**src/rtl/vga_pattern_sequencer_if.sv**
```systemverilog
// Control bundle between the board buttons / sync generator and the pattern sequencer.
// The slave modport is the sequencer side; the master side drives the inputs.
interface vga_pattern_sequencer_if;
  logic       frame_start;
  logic       btn_next;
  logic       btn_mode;
  logic [2:0] pattern_sel;
  logic       pattern_load;
  logic       auto_mode;
  logic       pending;

  modport master (
    output frame_start, btn_next, btn_mode,
    input  pattern_sel, pattern_load, auto_mode, pending
  );

  modport slave (
    input  frame_start, btn_next, btn_mode,
    output pattern_sel, pattern_load, auto_mode, pending
  );
endinterface

```
**src/rtl/vga_pattern_sequencer.sv**
```systemverilog
// Selects one of eight VGA test patterns; manual and timed changes are applied
// only on frame_start so a displayed frame never mixes two patterns.
module vga_pattern_sequencer #(
  parameter int FRAMES_PER_PATTERN = 60,
  parameter int DEBOUNCE_CYCLES    = 250000
) (
  input  logic                    clk,
  input  logic                    rst,
  vga_pattern_sequencer_if.slave  bus
);
  localparam int CNT_W = (FRAMES_PER_PATTERN > 1) ? $clog2(FRAMES_PER_PATTERN) : 1;
  localparam int DB_W  = (DEBOUNCE_CYCLES > 1) ? $clog2(DEBOUNCE_CYCLES) : 1;
  localparam logic [CNT_W-1:0] CNT_LAST = CNT_W'(FRAMES_PER_PATTERN - 1);
  localparam logic [DB_W-1:0]  DB_LAST  = DB_W'(DEBOUNCE_CYCLES - 1);

  typedef enum logic {RUN, PEND} state_t;

  logic [1:0] btn_raw;
  logic [1:0] btn_evt;

  assign btn_raw = {bus.btn_mode, bus.btn_next};

  // Per button: 2-flop synchronizer, stability counter, rising-edge press pulse.
  for (genvar gi = 0; gi < 2; gi++) begin : g_btn
    logic            sync1_q, sync2_q, db_q, evt_q;
    logic [DB_W-1:0] cnt_q;

    always_ff @(posedge clk or posedge rst) begin
      if (rst) begin
        sync1_q <= 1'b0;
        sync2_q <= 1'b0;
        db_q    <= 1'b0;
        evt_q   <= 1'b0;
        cnt_q   <= '0;
      end else begin
        sync1_q <= btn_raw[gi];
        sync2_q <= sync1_q;
        evt_q   <= 1'b0;
        if (sync2_q != db_q) begin
          if (cnt_q == DB_LAST) begin
            db_q  <= sync2_q;
            evt_q <= sync2_q;
            cnt_q <= '0;
          end else begin
            cnt_q <= cnt_q + 1'b1;
          end
        end else begin
          cnt_q <= '0;
        end
      end
    end

    assign btn_evt[gi] = evt_q;
  end

  state_t           state_q, state_d;
  logic [2:0]       sel_q, sel_d;
  logic             load_q, load_d;
  logic             auto_q, auto_d;
  logic [CNT_W-1:0] frame_cnt_q, frame_cnt_d;
  logic             expiry, advance;

  always_comb begin
    state_d     = state_q;
    sel_d       = sel_q;
    load_d      = 1'b0;
    auto_d      = auto_q;
    frame_cnt_d = frame_cnt_q;

    expiry  = bus.frame_start && auto_q && (frame_cnt_q == CNT_LAST);
    advance = bus.frame_start && ((state_q == PEND) || expiry);

    case (state_q)
      RUN:     if (btn_evt[0]) state_d = PEND;
      PEND:    if (bus.frame_start) state_d = RUN;
      default: state_d = RUN;
    endcase

    if (advance) begin
      sel_d       = sel_q + 3'd1;
      load_d      = 1'b1;
      frame_cnt_d = '0;
    end else if (bus.frame_start && auto_q && (frame_cnt_q != CNT_LAST)) begin
      frame_cnt_d = frame_cnt_q + 1'b1;
    end

    // A mode toggle restarts the hold interval even when it coincides with an advance.
    if (btn_evt[1]) begin
      auto_d      = ~auto_q;
      frame_cnt_d = '0;
    end
  end

  always_ff @(posedge clk or posedge rst) begin
    if (rst) begin
      state_q     <= RUN;
      sel_q       <= 3'd0;
      load_q      <= 1'b0;
      auto_q      <= 1'b0;
      frame_cnt_q <= '0;
    end else begin
      state_q     <= state_d;
      sel_q       <= sel_d;
      load_q      <= load_d;
      auto_q      <= auto_d;
      frame_cnt_q <= frame_cnt_d;
    end
  end

  assign bus.pattern_sel  = sel_q;
  assign bus.pattern_load = load_q;
  assign bus.auto_mode    = auto_q;
  assign bus.pending      = (state_q == PEND);
endmodule
```
**src/flat_wrapper.sv**
```systemverilog
// flat-port wrapper written by rule: the top's interface ports become plain ports
module vga_pattern_sequencer_flat 
#(
  parameter int FRAMES_PER_PATTERN = 60,
  parameter int DEBOUNCE_CYCLES    = 250000
)
  (clk, rst, bus_frame_start, bus_btn_next, bus_btn_mode, bus_pattern_sel, bus_pattern_load, bus_auto_mode, bus_pending);
  vga_pattern_sequencer_if bus_i ();
  input  logic clk;
  input  logic rst;
  input wire logic [$bits(bus_i.frame_start)-1:0] bus_frame_start;
  input wire logic [$bits(bus_i.btn_next)-1:0] bus_btn_next;
  input wire logic [$bits(bus_i.btn_mode)-1:0] bus_btn_mode;
  output wire logic [$bits(bus_i.pattern_sel)-1:0] bus_pattern_sel;
  output wire logic [$bits(bus_i.pattern_load)-1:0] bus_pattern_load;
  output wire logic [$bits(bus_i.auto_mode)-1:0] bus_auto_mode;
  output wire logic [$bits(bus_i.pending)-1:0] bus_pending;
  assign bus_i.frame_start = bus_frame_start;
  assign bus_i.btn_next = bus_btn_next;
  assign bus_i.btn_mode = bus_btn_mode;
  assign bus_pattern_sel = bus_i.pattern_sel;
  assign bus_pattern_load = bus_i.pattern_load;
  assign bus_auto_mode = bus_i.auto_mode;
  assign bus_pending = bus_i.pending;
  vga_pattern_sequencer #(.FRAMES_PER_PATTERN(FRAMES_PER_PATTERN), .DEBOUNCE_CYCLES(DEBOUNCE_CYCLES)) u_core (.clk(clk), .rst(rst), .bus(bus_i));
endmodule
```
**config.mk**
```make
export PLATFORM = sky130hd
export DESIGN_NAME = vga_pattern_sequencer_flat
export DESIGN_NICKNAME = d
export VERILOG_FILES = /design/src/rtl/vga_pattern_sequencer_if.sv /design/src/rtl/vga_pattern_sequencer.sv /design/src/flat_wrapper.sv
export SDC_FILE = /design/constraint.sdc
export NUM_CORES = 1
export LEC_CHECK = 0
export CAP_MARGIN = 40
export CORE_MARGIN = 2
export CORE_UTILIZATION = 52
export CTS_CLUSTER_DIAMETER = 60
export CTS_CLUSTER_SIZE = 10
export DETAILED_ROUTE_END_ITERATION = 12
export PLACE_DENSITY = 0.7
export RECOVER_POWER = 50
export SYNTH_ARGS = -nofsm -noshare
export SYNTH_HDL_FRONTEND = slang
export SYNTH_SLANG_ARGS = --single-unit
```
**constraint.sdc**
```tcl
create_clock -name clk -period 3.7 [get_ports clk]
set_clock_uncertainty 0.15 [all_clocks]
set_input_delay 0.74 -clock clk [delete_from_list [all_inputs] [get_ports clk]]
set_output_delay 0.74 -clock clk [all_outputs]
set_load 0.01 [all_outputs]
```
==> After elaboration in Yosys (flattened, before gate mapping) <==
Index checks and enable logic that the tools add are counted.
{ "word_totals": {"regBits": 56, "inputBits": 5, "out_inout_bits": 6, "wordCells": 50} }
{ "classes": {"n_addsub": 4, "n_eq_ne": 6, "mux": 15, "bitwise": 2, "reduce_logical": 8} }
{ "ops": {"columns": ["operator", "count"], "rows": [
  ["18-bit 2-to-1 mux", 4],
  ["18-bit by 1-bit adder with 18-bit output, second input constant", 2],
  ["18-bit == test, second input constant", 2],
  ["6-bit 2-to-1 mux", 3],
  ["1-bit 2-to-1 mux", 7],
  ["6-bit by 1-bit adder with 6-bit output, second input constant", 1],
  ["6-bit == test, second input constant", 1],
  ["6-bit inequality test, second input constant", 1],
  ["1-bit logical AND", 4],
  ["2-bit AND reduction", 2],
  ["3-bit by 1-bit adder with 3-bit output, second input constant", 1],
  ["3-bit nonzero test", 1],
  ["1-bit inequality test", 2],
  ["1-bit NOT", 2],
  ["1-bit case mux with 2 select lines", 1],
  ["1-bit logical OR", 1]
]} }

==> Longest topological paths before layout <==
Gate-level depths: netlist of the first run.
{ "logic_depth": {"word_depth": 6, "ltp_mapped": 5, "mapped_depth_nobuf": 5} }

==> Least setup slack after synthesis of the first run <==
OpenSTA, ideal clock, no wires.
{ "synth_timing": {"path_type": "register to register", "start": "register u_core.g_btn[0].cnt_q[0]", "end": "register u_core.g_btn[0].cnt_q[10]", "setup_time_ns": 0.132, "arrival_time_ns": 1.734, "required_time_ns": 3.418, "slack_ns": 1.684, "stages_incl_launch_ff": 6, "n_path_buf": 1, "period_less_slack_ns": 2.016, "cell_sequence": "dfrtp_1 > ha_1 > nand3_1 > o41ai_2 > clkbuf_1 > nor2_1"} }
{ "synth_between": {"elab_chain_cells": 3, "elab_cells_between_ends": 4} }
{ "synth_rtl": {"columns": ["item", "line", "rtl"], "rows": [
  ["start: declaration", "vga_pattern_sequencer.sv:26", "logic [DB_W-1:0] cnt_q;"],
  ["start signal: assignment", "vga_pattern_sequencer.sv:45", "cnt_q <= cnt_q + 1'b1;"],
  ["18-bit by 1-bit adder with 18-bit output or 18-bit == test (tied branches)", "vga_pattern_sequencer.sv:45, vga_pattern_sequencer.sv:40", null],
  ["18-bit 2-to-1 mux (*)", "vga_pattern_sequencer.sv:40", "if (cnt_q == DB_LAST) begin"],
  ["18-bit 2-to-1 mux (*)", "vga_pattern_sequencer.sv:39", "if (sync2_q != db_q) begin"]
]} }
Every way passes the cells marked *; elsewhere a longest branch is shown, timed or not.
A chain may end at the register's enable or synchronous reset.

==> Worst setup path after layout of the first run <==
{ "layout_timing": {"start": "input bus_frame_start", "end": "register u_core.sel_q[1], in the netlist u_core.bus.pattern_sel[1]"} }
{ "layout_between": {"elab_chain_cells": 4} }
{ "layout_rtl": {"columns": ["item", "line", "rtl"], "rows": [
  ["start: declaration", "flat_wrapper.sv:11", "input wire logic [$bits(bus_i.frame_start)-1:0] bus_frame_start;"],
  ["1-bit logical AND (2 in series)", "vga_pattern_sequencer.sv:70", "expiry = bus.frame_start && auto_q && (frame_cnt_q == CNT_LAST);"],
  ["1-bit logical OR", "vga_pattern_sequencer.sv:71", "advance = bus.frame_start && ((state_q == PEND) || expiry);"],
  ["1-bit logical AND (*)", "vga_pattern_sequencer.sv:71", null],
  ["via u_core.advance", "vga_pattern_sequencer.sv:61", "logic expiry, advance;"],
  ["end signal: assignment", "vga_pattern_sequencer.sv:103", "sel_q <= sel_d;"],
  ["end: declaration", "vga_pattern_sequencer.sv:57", "logic [2:0] sel_q, sel_d;"]
]} }
Mark *: on every way through the listed nets, which the timed path passes. The rest lies on a longest branch.

==> results of run 1 <==
sequential cells by signal, summed over array words and instances (netlist names):
| register | cells |
|---|---|
| u_core.bus.pattern_load | 1 |
| u_core.g_btn.evt_q | 2 |
| u_core.bus.pattern_sel | 3 |
| u_core.g_btn.db_q | 2 |
| u_core.g_btn.sync1_q | 2 |
| u_core.g_btn.cnt_q | 36 |
| u_core.bus.pending | 1 |
| u_core.frame_cnt_q | 6 |
| u_core.bus.auto_mode | 1 |
| u_core.g_btn.sync2_q | 2 |
worst reg2reg max path: stages, from the launching register on:
cell	delay [ns]
dfrtp_1	0.52
nand4_4	0.18
or4_4	0.58
or4b_1	0.48
a21oi_1	0.15
routing by layer:
layer	up-vias	global-route usage (%)	share of wire, %
met1	886	23.78	47
met4	0	5.848	1.3
met3	6	4.016	2.4
li1	916	-	-
met5	-	0	0
met2	20	31.19	49
cell type report:
cell class / instances / area, um2 / share of cell area [%]
sequential: 56 / 1401 / 47.88
multi-input combinational: 181 / 1187 / 40.57
timing repair buffer: 13 / 120.1 / 4.104
tap: 67 / 83.83 / 2.864
clock buffer: 5 / 68.82 / 2.351
inverter: 10 / 37.54 / 1.283
clock inverter: 3 / 27.53 / 0.9406
per-stage QoR:
stage | util (%) | instances | setup WS, ns
after detailed placement | 58.81 | 327 | 1.071
final | 60.75 | 335 | 1.336
after CTS | 60.81 | 335 | 1.407
after global routing | 60.75 | 335 | 1.111
after floorplan | - | 249 | 1.439
after global placement | 58.81 | 327 | 1.092
cells by family after synthesis:
family,synth area share [%]
compound gates,5.748
xor+xnor,11.31
fa+ha+maj,1.900
buf+inv,1.710
flops,53.21
mux,2.090
simple gates,24.04
power breakdown:
| part | switching [uW] | internal (uW) | leakage, uW | total, uW |
|---|---|---|---|---|
| clock | 211 | 139 | 0.0000463 | 351 |
| sequential | 11.6 | 624 | 0.000764 | 635 |
| combinational | 30.3 | 21.3 | 0.000388 | 51.7 |
final timing paths:
| path | to |
|---|---|
| min in group asynchronous | u_core.g_btn[0].cnt_q[16] |
| worst max register to register | u_core.g_btn[1].cnt_q[15] |
| worst max-delay path | u_core.bus.pattern_sel[1] |
| max in group asynchronous | u_core.g_btn[1].cnt_q[0] |
| worst min-delay path | u_core.g_btn[0].sync2_q |
| worst min register to register | u_core.g_btn[0].sync2_q |
Yosys cell counts:
cell type  instances
a211oi_1           1
a21oi_1            6
a22o_1             2
a41oi_1            1
and2_1             2
and3_1             2
and3b_1            1
and4_1             2
clkbuf_1           2
dfrtp_1           56
ha_1               4
inv_1             10
mux2_2             4
mux2i_1            1
nand2_1           18
nand2b_1           1
nand3_1           10
nand3_4            1
nand4_1           11
nand4_2            1
nand4_4            1
nand4b_1           1
nand4bb_1          1
nor2_1            35
nor2b_1            2
nor3_1             7
nor3b_1            1
nor4_1            11
o21ai_0            6
o21ai_1            2
o31ai_1            2
o41ai_2            2
or3_1              3
or4_1              3
or4_4              1
or4b_1             1
xnor2_1           22
xor2_1            12
==> results.yml, run 1 <==
routing:
  drt-initial-drc-count: 80
  drc: 0
  ant_nets: 0
  drt-total-wl_mm: 4.489
  drt_pass1_iterations: 4
  wl_per_cell_um: 13.40
  via_per_inst: 5.457
  vias: 1828
worst_setup_path:
  slowest_stage: "dlygate4sd3_1"
  crit_path_cell_trace: "dlygate4sd3_1, nand4_1, o31ai_1, mux2_2"
  worst-path-buf-inv: 1
  cp_max_fo: 5
  path_depth: 4
  crit_start: "bus_frame_start"
  path_delay_family: "buffers and inverters"
  start_kind: "primary input"
  rr_worst_depth: 4
  r2r-start: "u_core.g_btn[1].cnt_q[5]"
  reg2reg_slack_ns: 1.58
  cp.arrival_ns: 2.42
  crit_type: "primary input to flip-flop"
  cpPeakStageDelay_ns: 0.61
  required_ns: 3.76
  end_kind: "flip-flop"
sta:
  finalCriticalPeriod_ns: 2.364
  whs_ns: 0.2243
  slew_headroom_pct: 10.31
  tns_ns: 0
  period_share_pct: 63.89
  setup_viol: 0
  hold_viol_final: 0
  fmax_ghz: 0.4230
  rsz0062_at_grt: "false"
  worst_pin_slew_ns: 1.345
  slew_viol_final: 0
layout:
  area_growth_pct: 11.12
  nets: 276
  nFillCells: 410
  layout_common_cells: "56 x dfrtp_1, 35 x nor2_1, 22 x xnor2_1, 18 x nand2_1, 12 x xor2_1"
  num_antenna_cells: 0
  final_common_cell: "dfrtp_1"
  fin_area_um2: 2927
  drive_gt1_share_pct: 7.836
placed_design:
  portBuffers: 10
  dpl_cell_area_um2: 2833
  dpl.hpwl_mm: 3.046
  gp_congestion: 0.8025
clock_network:
  cts_buffers: 5
  htree_levels: 2
  cts_tree: "yes"
  insertion_delay_ns: 0.32
  post-cts-setup-buffers: 0
  cts.sinks: 56
  cts.path.max_buffers: 2
  holdBufCountCts: 0
  root_buffer: "clkbuf_8"
  cts_resized: 0
  clk_pin_slew_ns: 0.11
logic_synthesis:
  synth_cells: 249
  yosys.area.top_type_share_pct: 53.21
  synthTopCellsByArea: "dfrtp_1 53%, xnor2_1 7.3%, nor2_1 5.0%"
  synth_cell_types: 38
  syn_area_per_cell_um2: 10.58
  yosysWarnings: 0
  ys_ff_latch: 56
  syn_area_um2: 2634
  ys_seq_area_share_pct: 53.21
  synth_top_area_cell: "dfrtp_1"
  synthesis.nets: 258
flow_run:
  cap_violations: 0
global_routing:
  antenna_found_initial: 0
  first_global_vias: 1777
  grt.overflow.total: 0
  grt_max_degree: 57
  track_usage_pct: 18.44
  grt_first_pass_wirelength_mm: 7.941
status:
  status: "complete, no violations"
die:
  core_area_um2: 4817
  die_w_um: 75.17
  start_util_pct: 54.68
  die_h_um: 75.17
  rows: 25
  die-area_um2: 5651
  pin_count: 11
worst_hold_path:
  hold_start: "u_core.g_btn[0].sync1_q"
  worst_hold_path.num_cells: 0
  hold_class: "flip-flop to flip-flop"
pwr:
  peakVddDrop_v: 0.0002276
  power_density_nw_per_um2: 354.5
  p_leak_uw: 0.001198
  p_total_uw: 1038
(Power assumes the default switching activity.)
==> run 2, diff against run 1 <==
- PLACE_DENSITY: 0.7 -> 0.73
- clock period: 3.7 -> 2.1 ns (I/O delays scaled with it)
==> results.yml, run 2 (synthesized netlist as in run 1, its figures left out) <==
status:
  status: "complete, no violations"
worst_setup_path:
  cp.arrival_ns: 2.10
  start_kind: "flip-flop"
  crit_path_cell_trace: "nand4_4, or4_4, or4b_1, a21oi_1"
  slowest_stage: "or4_4"
  worst-path-buf-inv: 0
  crit_type: "flip-flop to flip-flop"
  cpPeakStageDelay_ns: 0.56
  path_delay_family: "simple AND/OR/NAND/NOR gates"
  required_ns: 2.20
  end_kind: "flip-flop"
  cp_max_fo: 5
sta:
  finalCriticalPeriod_ns: 2.002
  worst_pin_slew_ns: 0.5636
  fin_ws_ns: 0.09828
  fmax_ghz: 0.4996
  slew_headroom_pct: 62.39
  whs_ns: 0.2085
  hold_viol_final: 0
  tns_ns: 0
  setup_viol: 0
  slew_viol_final: 0
  rsz0062_at_grt: "false"
  period_share_pct: 95.32
die:
  rows: 25
  start_util_pct: 54.68
  pin_count: 11
  die_w_um: 75.17
  die_h_um: 75.17
  die-area_um2: 5651
  core_area_um2: 4817
layout:
  layout_common_cells: "55 x dfrtp_1, 35 x nor2_1, 22 x xnor2_1, 18 x nand2_1, 12 x xor2_1"
  nFillCells: 410
  largest_reg_flops: 36
  regArea_um2: 1403
  multiInputGateArea_um2: 1187
  nets: 285
  drive_gt1_share_pct: 11.19
  num_antenna_cells: 0
  final_common_cell: "dfrtp_1"
  top_register: "u_core.g_btn.cnt_q"
  area_growth_pct: 13.63
placed_design:
  gp_congestion: 0.9162
  portBuffers: 10
  dpl_worst_slack_ns: 0.09053
  dpl.hpwl_mm: 3.279
clock_network:
  cts_buffers: 5
  cts.sinks: 56
  clk_pin_slew_ns: 0.11
  cts.path.max_buffers: 2
  root_buffer: "clkbuf_8"
  insertion_delay_ns: 0.33
  holdBufCountCts: 0
  htree_levels: 2
  cts_tree: "yes"
pwr:
  power_density_nw_per_um2: 613.3
  peakVddDrop_v: 0.0004546
  p_leak_uw: 0.001242
  p_total_uw: 1836
routing:
  drc: 0
  wl_per_cell_um: 12.95
  via_per_inst: 5.340
  drt-initial-drc-count: 82
  vias: 1837
  drt-total-wl_mm: 4.456
  drt_pass1_iterations: 4
  ant_nets: 0
flow_run:
  cap_violations: 0
global_routing:
  antenna_found_initial: 0
  track_usage_pct: 18.72
  grt_max_degree: 23
  grt_first_pass_wirelength_mm: 7.810
  grt.overflow.total: 0
  first_global_vias: 1811
worst_hold_path:
  hold_class: "flip-flop to flip-flop"
==> run 2: changes by cell type in the layout (fill, tap and decap cells not counted), sizes merged <==
cell,before,now
buf,2,10
clkbuf,6,7
clkinv,2,1
inv,10,11
==> run 2: final timing paths <==
kind | startpoint | end | slack, ns | cells after the start
min in group asynchronous | rst | u_core.g_btn[0].sync1_q | 0.42 | 2
worst max-delay path | u_core.g_btn[1].cnt_q[7] | u_core.g_btn[1].cnt_q[15] | 0.1 | 4
worst min-delay path | u_core.g_btn[0].sync1_q | u_core.g_btn[0].sync2_q | 0.21 | 0
max in group asynchronous | rst | u_core.g_btn[1].cnt_q[17] | 0.46 | 3
worst max register to register | u_core.g_btn[1].cnt_q[7] | u_core.g_btn[1].cnt_q[15] | 0.1 | 4
worst min register to register | u_core.g_btn[0].sync1_q | u_core.g_btn[0].sync2_q | 0.21 | 0
==> run 2: layout make-up <==
| cell class | instances | area share (%) |
|---|---|---|
| clock inverter | 3 | 0.9197 |
| timing repair buffer | 22 | 6.187 |
| inverter | 10 | 1.254 |
| multi-input combinational | 181 | 39.67 |
| tap | 67 | 2.801 |
| sequential | 56 | 46.86 |
| clock buffer | 5 | 2.299 |
==> run 2: repair_timing <==
item	in CTS	in global routing
setup buffers	0	0
setup endpoints to repair	0	1
endpoints found under the hold margin	0	0
gates resized for setup	0	1
==> run 2: per-stage QoR <==
step / cells / cell area (um2) / util [%]
CTS: 344 / 3022 / 62.73
floorplan: 249 / 2634 / -
global route: 344 / 2993 / 62.13
global placement: 336 / 2925 / 60.73
finish: 344 / 2993 / 62.13
detailed placement: 336 / 2925 / 60.73
==> run 2: routing by layer <==
metal / vias up / wire (um) / track usage [%]
met5: - / 0 / 0
met4: 0 / 103 / 8.967
met3: 8 / 137 / 5.489
met2: 26 / 2096 / 30.31
met1: 869 / 2119 / 23.07
li1: 934 / - / -
==> run 2: where the power goes <==
| group | internal, uW | total [uW] | switching (uW) | leakage, uW |
|---|---|---|---|---|
| clock network | 246 | 624 | 379 | 0.0000463 |
| registers | 1100 | 1120 | 19.4 | 0.000762 |
| logic | 39.9 | 92.9 | 53.0 | 0.000434 |
